$ cat src/rtl/des_ks_pkg.sv
// rtl/des_ks_pkg.sv - DES key schedule tables, state encoding and permutation helpers
package des_ks_pkg;

   localparam int HALF_W = 28;
   localparam int ROUNDS = 16;
   localparam int RK_W   = 48;

   typedef enum logic [1:0] {
      IDLE  = 2'd0,
      SHIFT = 2'd1,
      OUT   = 2'd2,
      DONE  = 2'd3
   } ks_state_e;

   // Table entries use the DES convention: bit 1 is the MSB of the source word.
   localparam int PC1_TABLE [56] = '{
      57, 49, 41, 33, 25, 17,  9,  1, 58, 50, 42, 34, 26, 18,
      10,  2, 59, 51, 43, 35, 27, 19, 11,  3, 60, 52, 44, 36,
      63, 55, 47, 39, 31, 23, 15,  7, 62, 54, 46, 38, 30, 22,
      14,  6, 61, 53, 45, 37, 29, 21, 13,  5, 28, 20, 12,  4};

   localparam int PC2_TABLE [48] = '{
      14, 17, 11, 24,  1,  5,  3, 28, 15,  6, 21, 10,
      23, 19, 12,  4, 26,  8, 16,  7, 27, 20, 13,  2,
      41, 52, 31, 37, 47, 55, 30, 40, 51, 45, 33, 48,
      44, 49, 39, 56, 34, 53, 46, 42, 50, 36, 29, 32};

   localparam logic [1:0] SHIFT_TABLE [ROUNDS] = '{
      2'd1, 2'd1, 2'd2, 2'd2, 2'd2, 2'd2, 2'd2, 2'd2,
      2'd1, 2'd2, 2'd2, 2'd2, 2'd2, 2'd2, 2'd2, 2'd1};

   function automatic logic [2*HALF_W-1:0] pc1(input logic [63:0] key);
      logic [2*HALF_W-1:0] r;
      r = '0;
      for (int i = 0; i < 2*HALF_W; i++)
         r[6'(2*HALF_W-1-i)] = key[6'(64-PC1_TABLE[i])];
      return r;
   endfunction

   function automatic logic [RK_W-1:0] pc2(input logic [2*HALF_W-1:0] cd);
      logic [RK_W-1:0] r;
      r = '0;
      for (int i = 0; i < RK_W; i++)
         r[6'(RK_W-1-i)] = cd[6'(2*HALF_W-PC2_TABLE[i])];
      return r;
   endfunction

   function automatic logic [HALF_W-1:0] rotl28(input logic [HALF_W-1:0] v, input logic [1:0] amt);
      case (amt)
         2'd1:    return {v[HALF_W-2:0], v[HALF_W-1]};
         2'd2:    return {v[HALF_W-3:0], v[HALF_W-1:HALF_W-2]};
         default: return v;
      endcase
   endfunction

   function automatic logic [HALF_W-1:0] rotr28(input logic [HALF_W-1:0] v, input logic [1:0] amt);
      case (amt)
         2'd1:    return {v[0], v[HALF_W-1:1]};
         2'd2:    return {v[1:0], v[HALF_W-1:2]};
         default: return v;
      endcase
   endfunction

endpackage

$ cat src/rtl/des_ks_rot28.sv
// rtl/des_ks_rot28.sv - 28-bit rotate by 0/1/2, left when dir=0, right when dir=1
module des_ks_rot28
   import des_ks_pkg::*;
(
   input  logic [HALF_W-1:0] din,
   input  logic [1:0]        amt,
   input  logic              dir,
   output logic [HALF_W-1:0] dout
);

   assign dout = dir ? rotr28(din, amt) : rotl28(din, amt);

endmodule

$ cat src/rtl/mux2_1.sv
// rtl/mux2_1.sv - two-input word multiplexer, in1 selected when sel is high
module mux2_1 #(
   parameter int W = 28
) (
   input  logic [W-1:0] in1,
   input  logic [W-1:0] in0,
   input  logic         sel,
   output logic [W-1:0] y
);

   assign y = sel ? in1 : in0;

endmodule

$ cat src/rtl/des_key_sched_ctrl.sv
// rtl/des_key_sched_ctrl.sv - DES key schedule sequencer issuing 16 PC-2 round keys over valid/ready
module des_key_sched_ctrl
   import des_ks_pkg::*;
(
   input  logic            clk,
   input  logic            rst_n,
   input  logic            start,
   input  logic            decrypt,
   input  logic [63:0]     key_in,
   output logic            busy,
   output logic            sel_load,
   output logic [RK_W-1:0] rk,
   output logic [3:0]      rk_idx,
   output logic            rk_valid,
   input  logic            rk_ready,
   output logic            done
);

   ks_state_e           state_q, state_d;
   logic [HALF_W-1:0]   c_q, d_q, c_rot, d_rot, c_nxt, d_nxt;
   logic [2*HALF_W-1:0] pc1_key;
   logic [3:0]          round_q;
   logic                mode_q;
   logic [1:0]          amt;
   logic                cd_en, hs, last_round;
   logic [RK_W-1:0]     rk_q;
   logic [3:0]          rk_idx_q;

   assign pc1_key    = pc1(key_in);
   assign last_round = (round_q == 4'(ROUNDS-1));
   // Decrypt starts from C16/D16, which equal C0/D0, so its first round needs no rotation.
   assign amt        = (mode_q && round_q == 4'd0) ? 2'd0 : SHIFT_TABLE[round_q];
   assign hs         = (state_q == OUT) && rk_ready;

   des_ks_rot28 u_rot_c (.din(c_q), .amt(amt), .dir(mode_q), .dout(c_rot));
   des_ks_rot28 u_rot_d (.din(d_q), .amt(amt), .dir(mode_q), .dout(d_rot));

   mux2_1 #(.W(HALF_W)) u_mux_c (.in1(pc1_key[2*HALF_W-1:HALF_W]), .in0(c_rot), .sel(sel_load), .y(c_nxt));
   mux2_1 #(.W(HALF_W)) u_mux_d (.in1(pc1_key[HALF_W-1:0]),        .in0(d_rot), .sel(sel_load), .y(d_nxt));

   always_comb begin
      state_d = state_q;
      cd_en   = 1'b0;
      case (state_q)
         IDLE: begin
            if (start) begin
               state_d = SHIFT;
               cd_en   = 1'b1;
            end
         end
         SHIFT: begin
            state_d = OUT;
            cd_en   = 1'b1;
         end
         OUT: begin
            if (hs) state_d = last_round ? DONE : SHIFT;
         end
         DONE: state_d = IDLE;
      endcase
   end

   assign sel_load = (state_q == IDLE);
   assign busy     = (state_q == SHIFT) || (state_q == OUT);
   assign rk_valid = (state_q == OUT);
   assign done     = (state_q == DONE);
   assign rk       = rk_q;
   assign rk_idx   = rk_idx_q;

   always_ff @(posedge clk or negedge rst_n) begin
      if (!rst_n) begin
         state_q  <= IDLE;
         c_q      <= '0;
         d_q      <= '0;
         round_q  <= '0;
         mode_q   <= 1'b0;
         rk_q     <= '0;
         rk_idx_q <= '0;
      end else begin
         state_q <= state_d;
         if (cd_en) begin
            c_q <= c_nxt;
            d_q <= d_nxt;
         end
         if (state_q == IDLE && start) begin
            mode_q  <= decrypt;
            round_q <= '0;
         end
         // Key is taken from the freshly rotated halves so it is ready on entry to OUT.
         if (state_q == SHIFT) begin
            rk_q     <= pc2({c_rot, d_rot});
            rk_idx_q <= mode_q ? 4'(ROUNDS-1) - round_q : round_q;
         end
         if (hs && !last_round) round_q <= round_q + 4'd1;
      end
   end

endmodule
$ cat config.mk
export PLATFORM = sky130hd
export DESIGN_NAME = des_key_sched_ctrl
export DESIGN_NICKNAME = d
export VERILOG_FILES = /design/src/rtl/des_ks_pkg.sv /design/src/rtl/des_ks_rot28.sv /design/src/rtl/mux2_1.sv /design/src/rtl/des_key_sched_ctrl.sv
export SDC_FILE = /design/constraint.sdc
export NUM_CORES = 1
export LEC_CHECK = 0
export CAP_MARGIN = 5
export CORE_UTILIZATION = 45
export CTS_CLUSTER_SIZE = 25
export DETAILED_ROUTE_END_ITERATION = 16
export PLACE_DENSITY = 0.75
export SYNTH_ARGS = -nofsm -noshare
export SYNTH_HDL_FRONTEND = slang
export SYNTH_SLANG_ARGS = --single-unit
export TNS_END_PERCENT = 1
$ cat constraint.sdc
create_clock -name clk -period 6.75 [get_ports clk]
set_input_delay 1.35 -clock clk [delete_from_list [all_inputs] [get_ports clk]]
set_output_delay 1.35 -clock clk [all_outputs]
set_load 0.02 [all_outputs]
Yosys cells after proc, flatten, opt, wreduce, memory -nomap -nowiden

Memory sizes are Yosys's and may differ from the RTL's.
Cells that the tools add are included.

Equal/unequal tests: 8
Reductions and logical operators: 12
Muxes and demuxes: 20
Bitwise gates (word level): 1
Magnitude comparators: 1
Add/sub/neg operators: 2

Operators with widths:

| kind                  | count |
|---|---|
| $pmux W28 S2          | 4 |
| $mux W28              | 4 |
| $mux W2               | 6 |
| $mux W4               | 3 |
| $pmux W2 S4           | 1 |
| $eq A2 B2 Y1 const B  | 3 |
| $ge A5 B5 Y1 const B  | 1 |
| $not A4 Y5            | 1 |
| $add A4 B1 Y4 const B | 1 |
| $eq A2 B1 Y1 const B  | 2 |
| $eq A4 B4 Y1 const B  | 1 |
| $logic_and A1 B1 Y1   | 4 |
| $logic_not A4 Y1      | 1 |
| $reduce_and A2 Y1     | 2 |
| $sub A4 B4 Y4 const A | 1 |
| $reduce_bool A3 Y1    | 1 |
| $logic_not A2 Y1      | 1 |
| $ne A2 B1 Y1 const B  | 1 |
| $ne A2 B2 Y1 const B  | 1 |
| $pmux W1 S2           | 1 |
| $reduce_bool A2 Y1    | 1 |
| $logic_not A1 Y1      | 1 |
| $logic_or A1 B1 Y1    | 1 |
| $mux W1               | 1 |

Output and inout port bits: 56
Memories: 1
Word-level logic and storage cells: 54
Bits in read-only memories: 32
Register bits: 93
Bits of input ports: 69

Memories:

| name             | depth | width | rd ports | clocked after Yosys merged registers in | write ports | RTL line                 | source |
|---|---|---|---|---|---|---|---|
| (name not given) | 16    | 2     | 1        | 0                                       | 0           | des_key_sched_ctrl.sv:32 | `assign amt = (mode_q && round_q == 4'd0) ? 2'd0 : SHIFT_TABLE[round_q];` |

Logic depth before layout (Yosys ltp)

Gate-level depths: netlist (run 1).

Word-level depth: 9
Mapped depth: 14
Depth with buffers taken out: 11

Cells and area by module

From an unflattened synthesis (run 1), not the netlist that was laid out.

Cells, all modules: 604
Area, all modules: 7,203.2 sq um

By module, submodules not included:

| module             | cells an instance | area each (sq um) | times used | seq. area each (sq um) |
|---|---|---|---|---|
| des_key_sched_ctrl | 264               | 4,095.2           | 1          | 2,327.2 |
| des_ks_rot28       | 139               | 1,112.3           | 2          | 0.0 |
| mux2_1             | 31                | 441.7             | 2          | 0.0 |

Least setup slack after synthesis (run 1)

OpenSTA, ideal clock, no wires.

Path type: register to register
Start point: reg round_q[1]
End point: reg d_q[20]
Path slack: 4,414 ps
Path buffers: 2
Required time: 6,629 ps
Data arrival time: 2,215 ps
Library setup time: 121 ps
Stages on the path, launching flop included: 14
Clock period less this slack: 2,336 ps
Cell sequence: dfrtp_1 > inv_1 > ha_1 > nand2_1 > nand2_1 > mux2i_1 > o21ai_0 > ha_1 > buf_4 > nor2b_1 > buf_4 > a32oi_2 > a21oi_1 > o21ai_1

Longest elaborated chain between the ends: 9
Elaborated cells between the ends (all ways): 13
Classes of those cells: eq/ne (2); mux (7); bitwise (1); reduce/logical (2); memory (1)

RTL lines:

| element                                             | RTL line                           | source |
|---|---|---|
| start, declared                                     | des_key_sched_ctrl.sv:22           | `logic [3:0] round_q;` |
| start signal, assigned                              | des_key_sched_ctrl.sv:93           | `if (hs && !last_round) round_q <= round_q + 4'd1;` |
| $not A4 Y5 (implied by the code)                    | des_key_sched_ctrl.sv:32           |  |
| $mem_v2 Z16 W2                                      | -                                  |  |
| $mux W2 (implied by the code) (2 in a row)          | des_key_sched_ctrl.sv:32           |  |
| $mux W2 *                                           | des_key_sched_ctrl.sv:32           |  |
| $eq A2 B2 Y1 / $eq A2 B1 Y1 (equally long branches) | des_ks_pkg.sv:49, des_ks_pkg.sv:57 |  |
| $pmux W28 S2, on equally long branches              | des_ks_pkg.sv:49, des_ks_pkg.sv:57 |  |
| $mux W28 *                                          | des_ks_rot28.sv:11                 | `assign dout = dir ? rotr28(din, amt) : rotl28(din, amt);` |
| $mux W28 *                                          | mux2_1.sv:11                       | `assign y = sel ? in1 : in0;` |
| end signal, assigned                                | des_key_sched_ctrl.sv:82           | `d_q <= d_nxt;` |
| end, declared                                       | des_key_sched_ctrl.sv:20           | `logic [HALF_W-1:0] c_q, d_q, c_rot, d_rot, c_nxt, d_nxt;` |

Every way passes the cells marked *; elsewhere a longest branch is shown, timed or not. The select of a mux whose other input is x is not followed.
A chain may end at the register's enable or synchronous reset.

Worst setup path after layout (run 1)

Start point: reg state_q[0]
End point: out sel_load

Longest elaborated chain between the ends: 1

RTL lines:

| element                | RTL line                 | source |
|---|---|---|
| start, declared        | des_key_sched_ctrl.sv:19 | `ks_state_e state_q, state_d;` |
| start signal, assigned | des_key_sched_ctrl.sv:79 | `state_q <= state_d;` |
| $logic_not A2 Y1       | des_key_sched_ctrl.sv:62 | `assign sel_load = (state_q == IDLE);` |
| end, declared          | des_key_sched_ctrl.sv:11 | `output logic sel_load,` |

Every way passes these cells.

==> qor.txt, run 1 <==
Later-pin clock latency in the skew report: 0.34 ns
Achievable Freq: 264 MHz
Vias per cell: 5.82
Outcome: complete, no violations
Final min period: 3.79 ns
CP Cell Sequence: inv_1 -> ha_1 -> clkdlybuf4s50_1
Cell area after synthesis: 5870 um^2
Overflow after GRT: 0
Number of flops mapped to enable cells by yosys: 0
Setup bufs post-CTS: 0
Vias: 5266
Reg-to-reg slack, setup: 3.19 ns
Final setup violation count: 0
Syn-to-layout area delta: 12.1%
Die Width: 116 um
Hpwl dp: 9120 um
Drt first pass iters: 5
Cell variety after synth: 53
Initial DRC count: 362
Worst r2r src: round_q[1]
Buffers on Ports: 54
Clock Tree Buf Depth: 2
Fillers: 1161
TritonCTS Buffers: 9
Crit Reg-Reg Endpoint: c_q[0]
CTS tree: built
CP max FO: 24
Yosys top cell area share: 39.7%
Register area: 2330 um^2
Starting density of the core: 46.3%
Setup crit end kind: primary output
Initial antenna violation count: 0
Placement Cell Area: 6290 um^2
Synthesis warning total: 0
Worst Hold End: rk[6]
Top cells by area, synth: dfrtp_1 (40%), nand2_1 (10%), a22oi_1 (7.0%)
Final WL: 14100 um
CP required: 5.40 ns
GP Congestion: 0.850
# H-tree levels: 3
Most common cell in the netlist: nand2_1
Startpoint types: flop
CTS Sinks: 93
Skew final: 0.00598 ns
Critical path class: flop to primary output
#FFs+latches synth: 93
Synth async-reset ratio: 100%
Worst slew pin tran: 1.15 ns
Multi-input logic area: 3030 um^2
Nets: 807
Largest area contributor in the netlist: dfrtp_1
Remaining DRCs: 0
Period utilization: 56.2%
Synth Instances: 714
Hold path start: rk[6]
Seq/Total Area, Yosys: 39.7%
Worst path max stage delay: 0.80 ns
ANT cells: 0
Slew HR: 23.5%
Ports: 125
Post-layout util: 51.9%
DRT antenna net count: 0
Share of layout cells above drive strength 1: 6.14%
CTS resizes: 0
Rows: 41
Fin area: 6580 um^2
First-pass GRT wire length: 23700 um
Vias in the first global route: 4895
Clock root cell: clkbuf_16
Reg clk slew, reported paths: 0.07 ns
Synth Area per Inst: 8.22 um^2
DIE AREA: 13500 um^2
Routed length per instance: 15.6 um
Slowest CP cell: ha_1
Core area: 12700 um^2
Gr usage total: 21.9%
Path depth of the worst reg2reg path: 10
RSZ-0062 raised after global routing: false
Maxcap violations: 0
Hold-fix buffers, CTS: 0
Worst hold path cell count: 2
Die Span Y: 116 um
Arrival time at the worst endpoint: 2.44 ns
Final hold vios: 0
Ys flop type: dfrtp_1
Largest net degree at the start of global routing: 101
Most frequent cells after synthesis: nand2_1 (159), dfrtp_1 (93), a22oi_1 (55)
Min-Delay Path Class: flop to flop
Post-route setup TNS: 0 ns
Slew Viols, Final: 0
[metrics by stage]
stage	cells	hold slack, ns	setup WS [ns]
2_1_floorplan	735	0.471	4.41
3_3_place_gp	889	0.487	3.35
3_5_place_dp	889	0.492	3.27
4_1_cts	905	0.510	2.98
5_1_grt	905	0.525	2.85
6_report	905	0.505	2.96
[layout by cell type, fill, tap and decap left out, drive strengths merged, types with 2 or more instances in the layout]
| cell | Yosys | final |
|---|---|---|
| clkdlybuf4s50 | 0 | 53 |
| nand3 | 7 | 7 |
| o31ai | 8 | 8 |
| clkinv | 0 | 3 |
| o32ai | 4 | 4 |
| a221oi | 17 | 17 |
| a211oi | 4 | 4 |
| o221ai | 2 | 2 |
| ha | 10 | 10 |
| mux2i | 4 | 4 |
| nor2 | 42 | 42 |
| nand2 | 159 | 159 |
| a32o | 2 | 2 |
| buf | 69 | 7 |
| nor2b | 2 | 2 |
| a31oi | 8 | 8 |
| a32oi | 10 | 10 |
| mux2 | 4 | 4 |
| conb | 1 | 22 |
| o21ai | 62 | 62 |
| clkbuf | 9 | 10 |
| inv | 34 | 34 |
| a22o | 5 | 5 |
| a22oi | 56 | 56 |
| a311oi | 2 | 2 |
| o211ai | 9 | 9 |
| nand2b | 24 | 24 |
| xnor2 | 4 | 4 |
| and3 | 2 | 2 |
| or2 | 2 | 2 |
| dfrtp | 93 | 93 |
| clkinvlp | 0 | 2 |
| a21oi | 48 | 48 |
[metal layers]
metal / routed length, um / vias up / global-route usage [%]
li1: - / 2498 / -
met1: 6400 / 2540 / 31.2
met2: 6590 / 200 / 33.1
met3: 847 / 28 / 4.05
met4: 282 / 0 / 7.86
met5: 0 / - / 0
[worst max path at each step]
stage / start / endpoint
2_1_floorplan: round_q[1] / d_q[20]
3_3_place_gp: round_q[1] / c_q[3]
3_5_place_dp: round_q[1] / c_q[0]
4_1_cts: state_q[0] / sel_load
5_1_grt: state_q[0] / sel_load
6_report: state_q[0] / sel_load
[cell type report]
cell class                      instances  area share (%)
Clock buffer                           10            3.48
Clock inverter                          6           0.970
Inverter                               34            1.94
Multi-Input combinational cell        530            46.1
Sequential cell                        93            35.4
Tap cell                              172            3.27
Timing Repair Buffer                   60            8.86
[worst max-delay path, delay by kind of cell (launching register included)]
kind	cells	cell delay [ns]
adders and majority gates	1	0.80
DFF	1	0.43
buffers and inverters	2	0.87
[kinds of logic (layout without fill, tap and decap cells)]
logic type | after synthesis | after routing | share of synthesized area [%]
flops | 93 | 93 | 39.7
mux | 8 | 8 | 1.45
compound gates | 245 | 245 | 28.8
simple gates | 241 | 241 | 17.2
other cells | 1 | 22 | 0.0639
fa+ha+maj | 10 | 10 | 2.13
xor+xnor | 4 | 4 | 0.597
buf+inv | 112 | 110 | 10.1
[registers in the layout, summed over array words and instances, names as in the netlist]
signal	flops
d_q	28
round_q	4
rk	26
rk_idx	4
mode_q	1
state_q	2
c_q	28
Power of run 1 is left out: the tool's default activity adds up to more than one toggle a clock period on the data nets, which glitch-free logic cannot reach.
==> inputs of run 2 (changes only) <==
PLACE_DENSITY = 0.78   (was 0.75)
clock period = 3.4 ns   (was 6.75 ns; I/O delays follow)
==> run 2 against run 1 <==
Compared with the run above:
- critical path depth is 8 higher
- routed wire length is 4.0% lower
- clock skew is 0.0010 ns lower
- count of clock-buffer cells in the layout is 3 higher
- via count is 1.8% lower
- global-route usage is 0.23 points lower
- flip-flop and latch count stayed put
- critical endpoint is now c_q[3]
==> qor.txt, run 2 (synthesized netlist as in run 1, its figures left out) <==
DRT antenna net count: 0 (unchanged)
Global routing usage on met3: 4.10% (was 4.05%)
Drt first pass iters: 5 (unchanged)
Skew final: 0.00498 ns (was 0.00598 ns)
Final setup violation count: 0 (unchanged)
# H-tree levels: 3 (unchanged)
Remaining DRCs: 0 (unchanged)
Dpl ws: 0.145 ns (was 3.27 ns)
Setup crit end kind: flop (was primary output)
Ports: 125 (unchanged)
Most common cell after layout, fill and taps aside: nand2_1 (unchanged)
Rows: 41 (unchanged)
RSZ-0062 raised after global routing: false (unchanged)
Slew Viols, Final: 0 (unchanged)
Crit Reg-Reg Endpoint: c_q[3] (was c_q[0])
Initial DRC count: 437 (was 362)
Commonest non-fill, non-tap cells in the layout: nand2_1 (159), dfrtp_1 (92), a22oi_1 (55) (unchanged)
Startpoint types: flop (unchanged)
Path depth of the worst reg2reg path: 11 (was 10)
Maxcap violations: 0 (unchanged)
Setup ws final: 0.334 ns (was 2.96 ns)
Outcome: complete, no violations (unchanged)
Routed length per instance: 14.9 um (was 15.6 um)
Final hold vios: 0 (unchanged)
Critical path class: flop to flop (was flop to primary output)
Clock Tree Buf Depth: 2 (unchanged)
Initial antenna violation count: 0 (unchanged)
ANT cells: 0 (unchanged)
TritonCTS Buffers: 9 (unchanged)
DIE AREA: 13500 um^2 (unchanged)
Starting density of the core: 46.3% (unchanged)
Reg-to-reg slack, setup: 0.33 ns (was 3.19 ns)
Min-Delay Path Class: input port to async pin (was flop to flop)
Die Width: 116 um (unchanged)
Largest net degree at the start of global routing: 98 (was 101)
Met2 Use GR: 31.9% (was 33.1%)
Hpwl dp: 9020 um (was 9120 um)
Later-pin clock latency in the skew report: 0.34 ns (about the same)
Clock root cell: clkbuf_16 (unchanged)
Core area: 12700 um^2 (unchanged)
Nets: 815 (was 807)
Worst r2r src: round_q[1] (unchanged)
Fillers: 1192 (was 1161)
GRT busiest layer: met2 (unchanged)
Period utilization: 90.2%
Buffers on Ports: 54 (unchanged)
Overflow after GRT: 0 (unchanged)
Die Span Y: 116 um (unchanged)
Final min period: 3.07 ns
Achievable Freq: 326 MHz
CP required: 3.66 ns (was 5.40 ns)
CP max FO: 27 (was 24)
GP Congestion: 0.817 (was 0.850)
Arrival time at the worst endpoint: 3.32 ns (was 2.44 ns)
Worst slew pin tran: 0.838 ns (was 1.15 ns)
Syn-to-layout area delta: 13.7% (was 12.1%)
Post-route setup TNS: 0 ns (unchanged)
Vias in the first global route: 4738 (was 4895)
Vias: 5169 (was 5266)
Reg clk slew, reported paths: 0.06 ns (was 0.07 ns)
First-pass GRT wire length: 23100 um (was 23700 um)
Met1 usage: 31.4% (was 31.2%)
Gr usage total: 21.6% (was 21.9%)
Vias per cell: 5.67 (was 5.82)
CTS tree: built (unchanged)
Final WL: 13600 um (was 14100 um)
Share of layout cells above drive strength 1: 6.89% (was 6.14%)
Slew HR: 44.1% (was 23.5%)
CTS Sinks: 93 (unchanged)
==> run 2: timing repair <==
item / 4_1_cts / 5_1_grt
gates resized for setup: 0 / 1
setup endpoints to repair: 0 / 18
hold buffers: 0 / 0
buffers inserted: 0 / 0
==> run 2: through the flow <==
stage               hold WS (ns)  instances  instance area [um^2]  util [%]
CTS                        0.443        912                  6670      52.6
floorplan                  0.384        735                  5950         -
finish                     0.406        912                  6670      52.7
global route               0.472        912                  6670      52.7
detailed placement         0.483        897                  6380      50.4
global placement           0.486        897                  6380      50.4
==> run 2: cell type report <==
| type | count | area (um^2) | share of cell area (%) |
|---|---|---|---|
| Multi-Input combinational cell | 530 | 3040 | 45.5 |
| Sequential cell | 93 | 2330 | 34.9 |
| Timing Repair Buffer | 68 | 681 | 10.2 |
| Clock buffer | 13 | 250 | 3.75 |
| Tap cell | 172 | 215 | 3.23 |
| Inverter | 34 | 128 | 1.91 |
| Clock inverter | 2 | 35.0 | 0.525 |
==> run 2: metal layers <==
metal	vias up	wire length [um]	part of all wire [%]
met5	-	0	0
met3	25	861	6.4
met4	0	296	2.2
met2	190	5950	44
li1	2522	-	-
met1	2432	6440	48
==> run 2: how the worst max path moves through the flow <==
stage | start | endpoint | slack, ns | cells past startpoint
floorplan | round_q[1] | d_q[20] | 1.06 | 13
global placement | round_q[1] | d_q[1] | 0.24 | 10
detailed placement | round_q[1] | d_q[1] | 0.15 | 10
CTS | round_q[1] | d_q[1] | 0.14 | 10
global route | round_q[1] | c_q[3] | 0.06 | 11
finish | round_q[1] | c_q[3] | 0.33 | 11
==> run 2: worst max-delay path: stages, from the launching register on <==
cell	delay, ns
dfrtp_1	0.51
inv_1	0.11
ha_1	0.22
nor3_1	0.18
a21oi_1	0.07
o21ai_1	0.17
ha_2	0.39
buf_4	0.21
nor2_2	0.52
nand2_1	0.12
buf_4	0.25
o221ai_1	0.22
Power of run 2 is left out for the same reason.
==> inputs of run 3 (changes only) <==
GPL_ROUTABILITY_DRIVEN = 1   (was not set)
==> results of run 3 <==
No change in the layout: final DEF, timing and power equal those of run 2.
Power of run 3 is left out for the same reason.
